===== src/rtl/rv32_pkg.sv =====
// Shared RV32I memory-access definitions: funct3 width codes, LSU state
// encoding and the load/store legality check also used by the decoder.
package rv32_pkg;

    localparam logic [2:0] F3_B  = 3'b000;
    localparam logic [2:0] F3_H  = 3'b001;
    localparam logic [2:0] F3_W  = 3'b010;
    localparam logic [2:0] F3_BU = 3'b100;
    localparam logic [2:0] F3_HU = 3'b101;

    typedef enum logic [1:0] {
        IDLE     = 2'd0,
        REQ      = 2'd1,
        WAIT_RSP = 2'd2
    } lsu_state_t;

    // Unsigned loads only exist for loads; halfwords need even, words need 4-byte alignment.
    function automatic logic mem_access_legal(input logic       is_store,
                                              input logic [2:0] funct3,
                                              input logic [1:0] addr_lo);
        logic legal;
        case (funct3)
            F3_B:    legal = 1'b1;
            F3_H:    legal = ~addr_lo[0];
            F3_W:    legal = (addr_lo == 2'b00);
            F3_BU:   legal = ~is_store;
            F3_HU:   legal = ~is_store & ~addr_lo[0];
            default: legal = 1'b0;
        endcase
        return legal;
    endfunction

endpackage


===== src/rtl/lsu_align.sv =====
// Combinational byte-lane logic: store data replication / byte enables and
// load byte/halfword extraction with sign or zero extension.
module lsu_align
    import rv32_pkg::*;
(
    input  logic [2:0]  st_funct3,
    input  logic [1:0]  st_addr_lo,
    input  logic [31:0] st_wdata,
    output logic [3:0]  st_be,
    output logic [31:0] st_lane_data,
    input  logic [2:0]  ld_funct3,
    input  logic [1:0]  ld_addr_lo,
    input  logic [31:0] ld_rdata,
    output logic [31:0] ld_data
);

    logic [7:0]  ld_byte;
    logic [15:0] ld_half;

    always_comb begin
        st_be        = 4'b0000;
        st_lane_data = st_wdata;
        case (st_funct3)
            F3_B, F3_BU: begin
                st_be        = 4'b0001 << st_addr_lo;
                st_lane_data = {4{st_wdata[7:0]}};
            end
            F3_H, F3_HU: begin
                st_be        = st_addr_lo[1] ? 4'b1100 : 4'b0011;
                st_lane_data = {2{st_wdata[15:0]}};
            end
            F3_W:    st_be = 4'b1111;
            default: st_be = 4'b0000;
        endcase
    end

    always_comb begin
        case (ld_addr_lo)
            2'd0:    ld_byte = ld_rdata[7:0];
            2'd1:    ld_byte = ld_rdata[15:8];
            2'd2:    ld_byte = ld_rdata[23:16];
            default: ld_byte = ld_rdata[31:24];
        endcase
        ld_half = ld_addr_lo[1] ? ld_rdata[31:16] : ld_rdata[15:0];
        case (ld_funct3)
            F3_B:    ld_data = {{24{ld_byte[7]}}, ld_byte};
            F3_BU:   ld_data = {24'd0, ld_byte};
            F3_H:    ld_data = {{16{ld_half[15]}}, ld_half};
            F3_HU:   ld_data = {16'd0, ld_half};
            default: ld_data = ld_rdata;
        endcase
    end

endmodule


===== src/rtl/lsu_dmem_port.sv =====
// Load/store unit: accepts one access at a time, runs the req/gnt/rvalid
// handshake with data memory and reports done, misaligned or bus timeout.
module lsu_dmem_port
    import rv32_pkg::*;
#(
    parameter int TIMEOUT_CYCLES = 16,
    parameter int ADDR_W         = 32
) (
    input  logic              clk,
    input  logic              rst_n,
    input  logic              req_valid,
    output logic              req_ready,
    input  logic              is_store,
    input  logic [2:0]        funct3,
    input  logic [ADDR_W-1:0] addr,
    input  logic [31:0]       wdata,
    output logic [31:0]       DataOut,
    output logic              done,
    output logic              busy,
    output logic              misaligned,
    output logic              bus_err,
    output logic              mem_req,
    output logic              mem_we,
    output logic [3:0]        mem_be,
    output logic [ADDR_W-1:0] mem_addr,
    output logic [31:0]       mem_wdata,
    input  logic              mem_gnt,
    input  logic              mem_rvalid,
    input  logic [31:0]       mem_rdata
);

    localparam logic [7:0] WAIT_LIMIT = 8'(TIMEOUT_CYCLES - 1);

    lsu_state_t  state_q, state_d;
    logic [7:0]  wait_cnt;
    logic [2:0]  lat_funct3;
    logic [1:0]  lat_addr_lo;
    logic        accept, legal, rsp_done, rsp_timeout;
    logic [3:0]  st_be;
    logic [31:0] st_lane_data, ld_data;

    assign accept      = req_valid && (state_q == IDLE);
    assign legal       = mem_access_legal(is_store, funct3, addr[1:0]);
    assign rsp_done    = (state_q == WAIT_RSP) && mem_rvalid;
    // A response arriving on the final allowed cycle beats the timeout.
    assign rsp_timeout = (state_q == WAIT_RSP) && !mem_rvalid && (wait_cnt == WAIT_LIMIT);

    lsu_align u_align (
        .st_funct3    (funct3),
        .st_addr_lo   (addr[1:0]),
        .st_wdata     (wdata),
        .st_be        (st_be),
        .st_lane_data (st_lane_data),
        .ld_funct3    (lat_funct3),
        .ld_addr_lo   (lat_addr_lo),
        .ld_rdata     (mem_rdata),
        .ld_data      (ld_data)
    );

    always_comb begin
        state_d   = state_q;
        req_ready = 1'b0;
        busy      = 1'b1;
        mem_req   = 1'b0;
        case (state_q)
            IDLE: begin
                req_ready = 1'b1;
                busy      = 1'b0;
                if (accept && legal) state_d = REQ;
            end
            REQ: begin
                mem_req = 1'b1;
                if (mem_gnt) state_d = WAIT_RSP;
            end
            WAIT_RSP: begin
                if (rsp_done || rsp_timeout) state_d = IDLE;
            end
            default: state_d = IDLE;
        endcase
    end

    always_ff @(posedge clk or negedge rst_n) begin
        if (!rst_n) state_q <= IDLE;
        else        state_q <= state_d;
    end

    always_ff @(posedge clk or negedge rst_n) begin
        if (!rst_n)                           wait_cnt <= 8'd0;
        else if (state_q == REQ && mem_gnt)   wait_cnt <= 8'd0;
        else if (state_q == WAIT_RSP)         wait_cnt <= wait_cnt + 8'd1;
    end

    // Request fields are captured on every accept, legal or not.
    always_ff @(posedge clk or negedge rst_n) begin
        if (!rst_n) begin
            lat_funct3  <= 3'd0;
            lat_addr_lo <= 2'd0;
            mem_we      <= 1'b0;
            mem_be      <= 4'd0;
            mem_addr    <= '0;
            mem_wdata   <= 32'd0;
        end else if (accept) begin
            lat_funct3  <= funct3;
            lat_addr_lo <= addr[1:0];
            mem_we      <= is_store;
            mem_be      <= st_be;
            mem_addr    <= {addr[ADDR_W-1:2], 2'b00};
            mem_wdata   <= st_lane_data;
        end
    end

    always_ff @(posedge clk or negedge rst_n) begin
        if (!rst_n) begin
            done       <= 1'b0;
            misaligned <= 1'b0;
            bus_err    <= 1'b0;
            DataOut    <= 32'd0;
        end else begin
            done       <= rsp_done;
            misaligned <= accept && !legal;
            bus_err    <= rsp_timeout;
            if (rsp_done && !mem_we) DataOut <= ld_data;
        end
    end

endmodule


===== config.mk =====
export PLATFORM = sky130hd
export DESIGN_NAME = lsu_dmem_port
export DESIGN_NICKNAME = d
export VERILOG_FILES = /design/src/rtl/rv32_pkg.sv /design/src/rtl/lsu_align.sv /design/src/rtl/lsu_dmem_port.sv
export SDC_FILE = /design/constraint.sdc
export NUM_CORES = 1
export LEC_CHECK = 0
export BUFFER_PORTS_ARGS = -buffer_cell sky130_fd_sc_hd__buf_2
export CORE_ASPECT_RATIO = 0.5
export CORE_MARGIN = 2
export CORE_UTILIZATION = 39
export CTS_BUF_LIST = sky130_fd_sc_hd__clkbuf_16
export DETAILED_ROUTE_END_ITERATION = 8
export PLACE_DENSITY = 0.66
export SLEW_MARGIN = 30
export SYNTH_ARGS = -nofsm -noshare
export SYNTH_HDL_FRONTEND = slang
export SYNTH_SLANG_ARGS = --single-unit

===== constraint.sdc =====
create_clock -name clk -period 3.4 [get_ports clk]
set_input_delay 0.34 -clock clk [delete_from_list [all_inputs] [get_ports clk]]
set_output_delay 0.34 -clock clk [all_outputs]
set_load 0.01 [all_outputs]

## Yosys cells after proc, flatten, opt, wreduce, memory -nomap -nowiden

Cells that the tools add are included.

- Flip-flop bits (word level): 117
- Bits in read-only memories: 0
- Memories: 0
- Word-level logic and storage cells: 69
- Bits in latches: 0
- Output and inout port bits: 107
- RAM bits: 0

- Mux-type cells: 16
- Magnitude comparators: 0
- Reductions and logical operators: 21
- Add/sub/neg operators: 1
- Equality and inequality tests: 15
- Bitwise gates (word level): 3
- Shift-type cells: 1
- Multipliers: 0
- Div/mod/pow operators: 0

Operator list:

| kind | number |
|---|---|
| $pmux 32 s4 | 1 |
| $pmux 32 s2 | 1 |
| $pmux 8 s3 | 1 |
| $mux 16 | 1 |
| $mux 8 | 2 |
| $eq 3x3->1 const B | 4 |
| $pmux 4 s3 | 1 |
| $add 8x1->8 const B | 1 |
| $eq 8x4->1 const B | 1 |
| $logic_and 1x1->1 | 8 |
| $eq 3x1->1 const B | 2 |
| $logic_not 2->1 | 3 |
| $logic_not 3->1 | 2 |
| $mux 2 | 3 |
| $pmux 2 s3 | 1 |
| $pmux 1 s5 | 1 |
| $eq 2x1->1 const B | 2 |
| $eq 2x2->1 const B | 2 |
| $mux 4 | 1 |
| $ne 2x1->1 const B | 2 |
| $reduce_or 2->1 | 2 |
| $shl 1x2->4 const A | 1 |
| $eq 3x2->1 const B | 1 |
| $logic_not 1->1 | 3 |
| other kinds (7) | 10 |

## Logic depth before layout (Yosys ltp)

- Depth in word-level cells: 6
- Depth in mapped cells: 6
- Depth with buffers taken out: 4

## Hierarchy

A second synthesis with hierarchy kept.

- Cells, all modules: 448
- Area, all modules: 5736.8 µm²

By module, submodules not included:

| module | area each (µm²) | cells each | times used |
|---|---|---|---|
| lsu_dmem_port | 4526.8 | 282 | 1 |
| lsu_align | 1209.9 | 166 | 1 |

## Worst setup path before layout

OpenSTA, ideal clock, no wires.

- Path type: reg2reg
- Start point: reg lat_addr_lo[1]
- End point: reg DataOut[16]
- Path slack: 1.936 ns
- Clock period less this slack: 1.464 ns
- Stages on the path, launching flop included: 7
- Library setup time: 0.125 ns
- Required time: 3.275 ns
- Arrival time: 1.340 ns
- Cells stage by stage: dfrtp_1 > buf_6 > mux2_4 > and2_4 > o21ai_4 > buf_6 > nand3_1

- Cells in the longest elaborated chain, start to end: 3
- Elaborated cells between the ends (all ways): 6

RTL lines:

| what | line | RTL |
|---|---|---|
| start, declared | lsu_dmem_port.sv:37 | `logic [1:0] lat_addr_lo;` |
| start signal, assigned | lsu_dmem_port.sv:104 | `lat_addr_lo <= addr[1:0];` |
| $eq 2x2->1, or another cell as far along | lsu_align.sv:38 | `case (ld_addr_lo)` |
| $pmux 8 s3 | lsu_align.sv:38 |  |
| $pmux 32 s4 (*) | lsu_align.sv:45 | `case (ld_funct3)` |
| end signal, assigned | lsu_dmem_port.sv:122 | `if (rsp_done && !mem_we) DataOut <= ld_data;` |
| end, declared | lsu_dmem_port.sv:17 | `output logic [31:0] DataOut,` |

Every way passes the cells marked *; elsewhere a longest branch is shown, timed or not.
A chain may end at the register's enable or synchronous reset.

## Worst setup path after layout

- Start point: reg mem_we
- End point: reg DataOut[11]

- Cells in the longest elaborated chain, start to end: 2

RTL lines:

| what | line | RTL |
|---|---|---|
| start, declared | lsu_dmem_port.sv:23 | `output logic mem_we,` |
| start signal, assigned | lsu_dmem_port.sv:105 | `mem_we <= is_store;` |
| $logic_not 1->1 | lsu_dmem_port.sv:122 |  |
| $logic_and 1x1->1 | lsu_dmem_port.sv:122 |  |

No other way between the ends.

==> flow_summary.yaml <==
hold_path:
  hold_depth: 3
  hp-class: "input pin to flip-flop"
  hp-start: "addr[12]"
  worstHoldEndpoint: "mem_addr[12]$_DFFE_PN0P_"
place:
  dp.cells: 968
  hpwl_mm: 10.57
  gp_congestion: 0.7887
  postPlaceCellArea_um2: 6604
  port-buffer-count: 209
timing:
  slew_headroom: 0.3935
  finalCritPeriodShare: 0.6171
  rsz0062_at_grt: "false"
  fmax_mhz: 476.6
  period_minus_slack_ns: 2.098
  maxSlewViolCount: 0
  worst_hold_slack_ns: 0.1304
  finalSetupViolCount: 0
  finalHoldViolCount: 0
  totalNegativeSetupSlack_ns: 0
  skew_ns: 0.006851
  tightest_slew_ns: 0.9087
critical_path:
  critical-path-max-stage-delay_ns: 0.57
  start_kind: "flip-flop"
  rr_startpoint: "mem_we$_DFFE_PN0P_"
  critPathMaxFanout: 26
  crit_chain: "nand4bb_2, buf_4, a211oi_4, a21oi_1"
  required_ns: 3.66
  critPathKind: "flip-flop to flip-flop"
  timing.rr.end: "DataOut[11]$_DFFE_PN0P_"
  critPathSlowestCell: "nand4bb_2"
  reg2reg_depth: 4
  critical_path.endpoint_type: "flip-flop"
  r2r_slack_ns: 1.30
  path_buf_inv: 1
  cp.arrival_ns: 2.35
  crit_family: "simple AND/OR/NAND/NOR gates"
synthesis:
  yosysSeqAreaShare: 0.5382
  synth-edff-count: 0
  syn_inst: 598
  synth_common_cells: "196 x nand2_1, 117 x dfrtp_1, 43 x o21ai_0"
  netlist_area_um2: 5440
  ys_seq_elements: 117
  yosysUniqueCellTypes: 45
  post-synth-top-area-cell: "dfrtp_1"
  ys_warn_count: 0
  synth_top_flop_cell: "dfrtp_1"
  netlist.area_leader.share: 0.5382
  synth_area_per_cell_um2: 9.097
  ys_async_sr_fraction: 1.000
  synth.area.top_cells: "dfrtp_1 54%, nand2_1 14%, mux2i_1 6.3%"
  synth_most_common_cell: "nand2_1"
clock_network:
  post_cts.repair.setup_buffers: 0
  cts.path.max_buffers: 2
  cts_tree: "built"
  cts_buffers: 17
  clock-sinks: 117
  clkTransAtPathRegs_ns: 0.05
  cts-root-buf: "clkbuf_16"
  h-tree-depth: 4
  clk_latency_ns: 0.40
drt:
  drtAntennaViolNets: 0
  wirelength_mm: 14.69
  drtIter0Drc: 264
  drc: 0
  drt-vias-per-instance: 4.837
  drt-pass1-iter-count: 5
  vias: 4837
  wl_per_cell_um: 14.69
cells_and_area:
  area_growth_pct: 33.00
  drive_above_1_share: 0.3234
  nNetsFinal: 902
  final_cells: 1000
  finish.instance_area_um2: 7236
power:
  leakagePower_uw: 0.003885
  vdd_drop_max_mv: 0.2854
  power_density_nw_per_um2: 757.5
  p_total_uw: 5481
floorplan:
  fp.coreArea_um2: 13590
  die-height_um: 87.52
  start_util: 0.4004
  die_area_um2: 14970
  rows: 30
  dieWidth_um: 171.0
  io_pins: 212
grt:
  antenna_found_initial: 2
  track_usage: 0.2038
  grt_pass1_wl_mm: 23.84
  grt_pass1_vias: 4829
  grt_overflow_total: 0
  grt_max_degree: 69
status:
  status: "complete, no violations"
run:
  cap_viol_max_count: 0
[worst reg2reg max path, delay by kind of cell, from the launching register on]
kind / cells / cell delay, ns
AO/OA/AOI/OAI: 2 / 0.56
flip-flops: 1 / 0.43
AND/OR/NAND/NOR: 1 / 0.57
buffers and inverters: 1 / 0.41
[worst max path at each step]
stage	startpoint	endpoint	slack, ns	depth (start not counted)
floorplan	lat_addr_lo[1]$_DFFE_PN0P_	DataOut[16]$_DFFE_PN0P_	1.94	6
global placement	state_q[0]$_DFFE_PN0P_	DataOut[3]$_DFFE_PN0P_	1.39	4
detailed placement	mem_we$_DFFE_PN0P_	DataOut[11]$_DFFE_PN0P_	1.32	4
CTS	mem_we$_DFFE_PN0P_	DataOut[11]$_DFFE_PN0P_	1.30	4
global route	state_q[0]$_DFFE_PN0P_	DataOut[4]$_DFFE_PN0P_	1.12	4
finish	mem_we$_DFFE_PN0P_	DataOut[11]$_DFFE_PN0P_	1.30	4
[cell usage in the layout, fill, tap and decap left out, types with 2 or more instances in the layout]
master / netlist / final
o211ai_1: 2 / 2
mux2i_1: 34 / 34
mux2_2: 7 / 7
clkbuf_16: 0 / 17
a21oi_1: 41 / 41
nor2b_1: 9 / 9
conb_1: 1 / 2
nand3_1: 37 / 37
dfrtp_1: 117 / 117
inv_1: 11 / 12
nand2b_1: 12 / 12
buf_4: 4 / 5
o21ai_1: 4 / 4
o21ai_0: 43 / 43
nand2_1: 196 / 195
or2_2: 2 / 2
and2_1: 2 / 2
o31ai_1: 4 / 4
nor2_1: 16 / 16
clkinv_2: 0 / 4
buf_2: 16 / 208
clkinv_1: 0 / 2
bufinv_16: 0 / 5
[through the flow]
| stage | utilization | setup slack, ns |
|---|---|---|
| 6_report | 0.5325 | 1.302 |
| 5_1_grt | 0.5323 | 1.119 |
| 4_1_cts | 0.5313 | 1.299 |
| 3_5_place_dp | 0.4860 | 1.321 |
| 3_3_place_gp | 0.4860 | 1.392 |
| 2_1_floorplan | - | 1.936 |
[area by class of cell]
type,count,area [um2]
diodes,1,2.502
clock buffers,17,425.4
clock inverters,13,190.2
fillers,1335,6352
inverters,11,41.29
multi-input cells,433,2288
flip-flops and latches,117,2928
well taps,192,240.2
repair buffers,216,1120
[logic make-up (layout without fill, tap and decap cells)]
logic type      after synthesis  in the layout  synth area share
mux                          42             42           0.07981
flops                       117            117            0.5382
fa+ha+maj                     1              1          0.002300
other cells                   1              3         0.0006893
buf+inv                      49            257           0.04324
compound gates              103            103            0.1095
simple gates                285            285            0.2263
[flip-flops by register name (all words and copies together) (netlist names)]
name / flops
state_q: 2
mem_addr: 30
done: 1
wait_cnt: 8
DataOut: 32
mem_we: 1
lat_funct3: 3
bus_err: 1
misaligned: 1
lat_addr_lo: 2
mem_wdata: 32
mem_be: 4
[timing repair]
item                      CTS  global route
hold buffers                0             1
hold endpoints to repair    0            21
resized for setup           0             0
[power by group]
part	internal [uW]	switching, uW	leakage, uW	total, uW
Combinational	625	865	0.00211	1490
Sequential	1820	290	0.00147	2110
Clock	1280	606	0.000308	1880
Total	3720	1760	0.00389	5480
[metal layers]
| layer | GRT usage | up-vias | share of wire |
|---|---|---|---|
| li1 | - | 2379 | - |
| met1 | 0.2542 | 2310 | 0.44 |
| met2 | 0.3541 | 136 | 0.49 |
| met3 | 0.04725 | 12 | 0.057 |
| met4 | 0.07011 | 0 | 0.012 |
| met5 | 0 | - | 0 |
No activity file was read; power rests on OpenSTA's default activity.
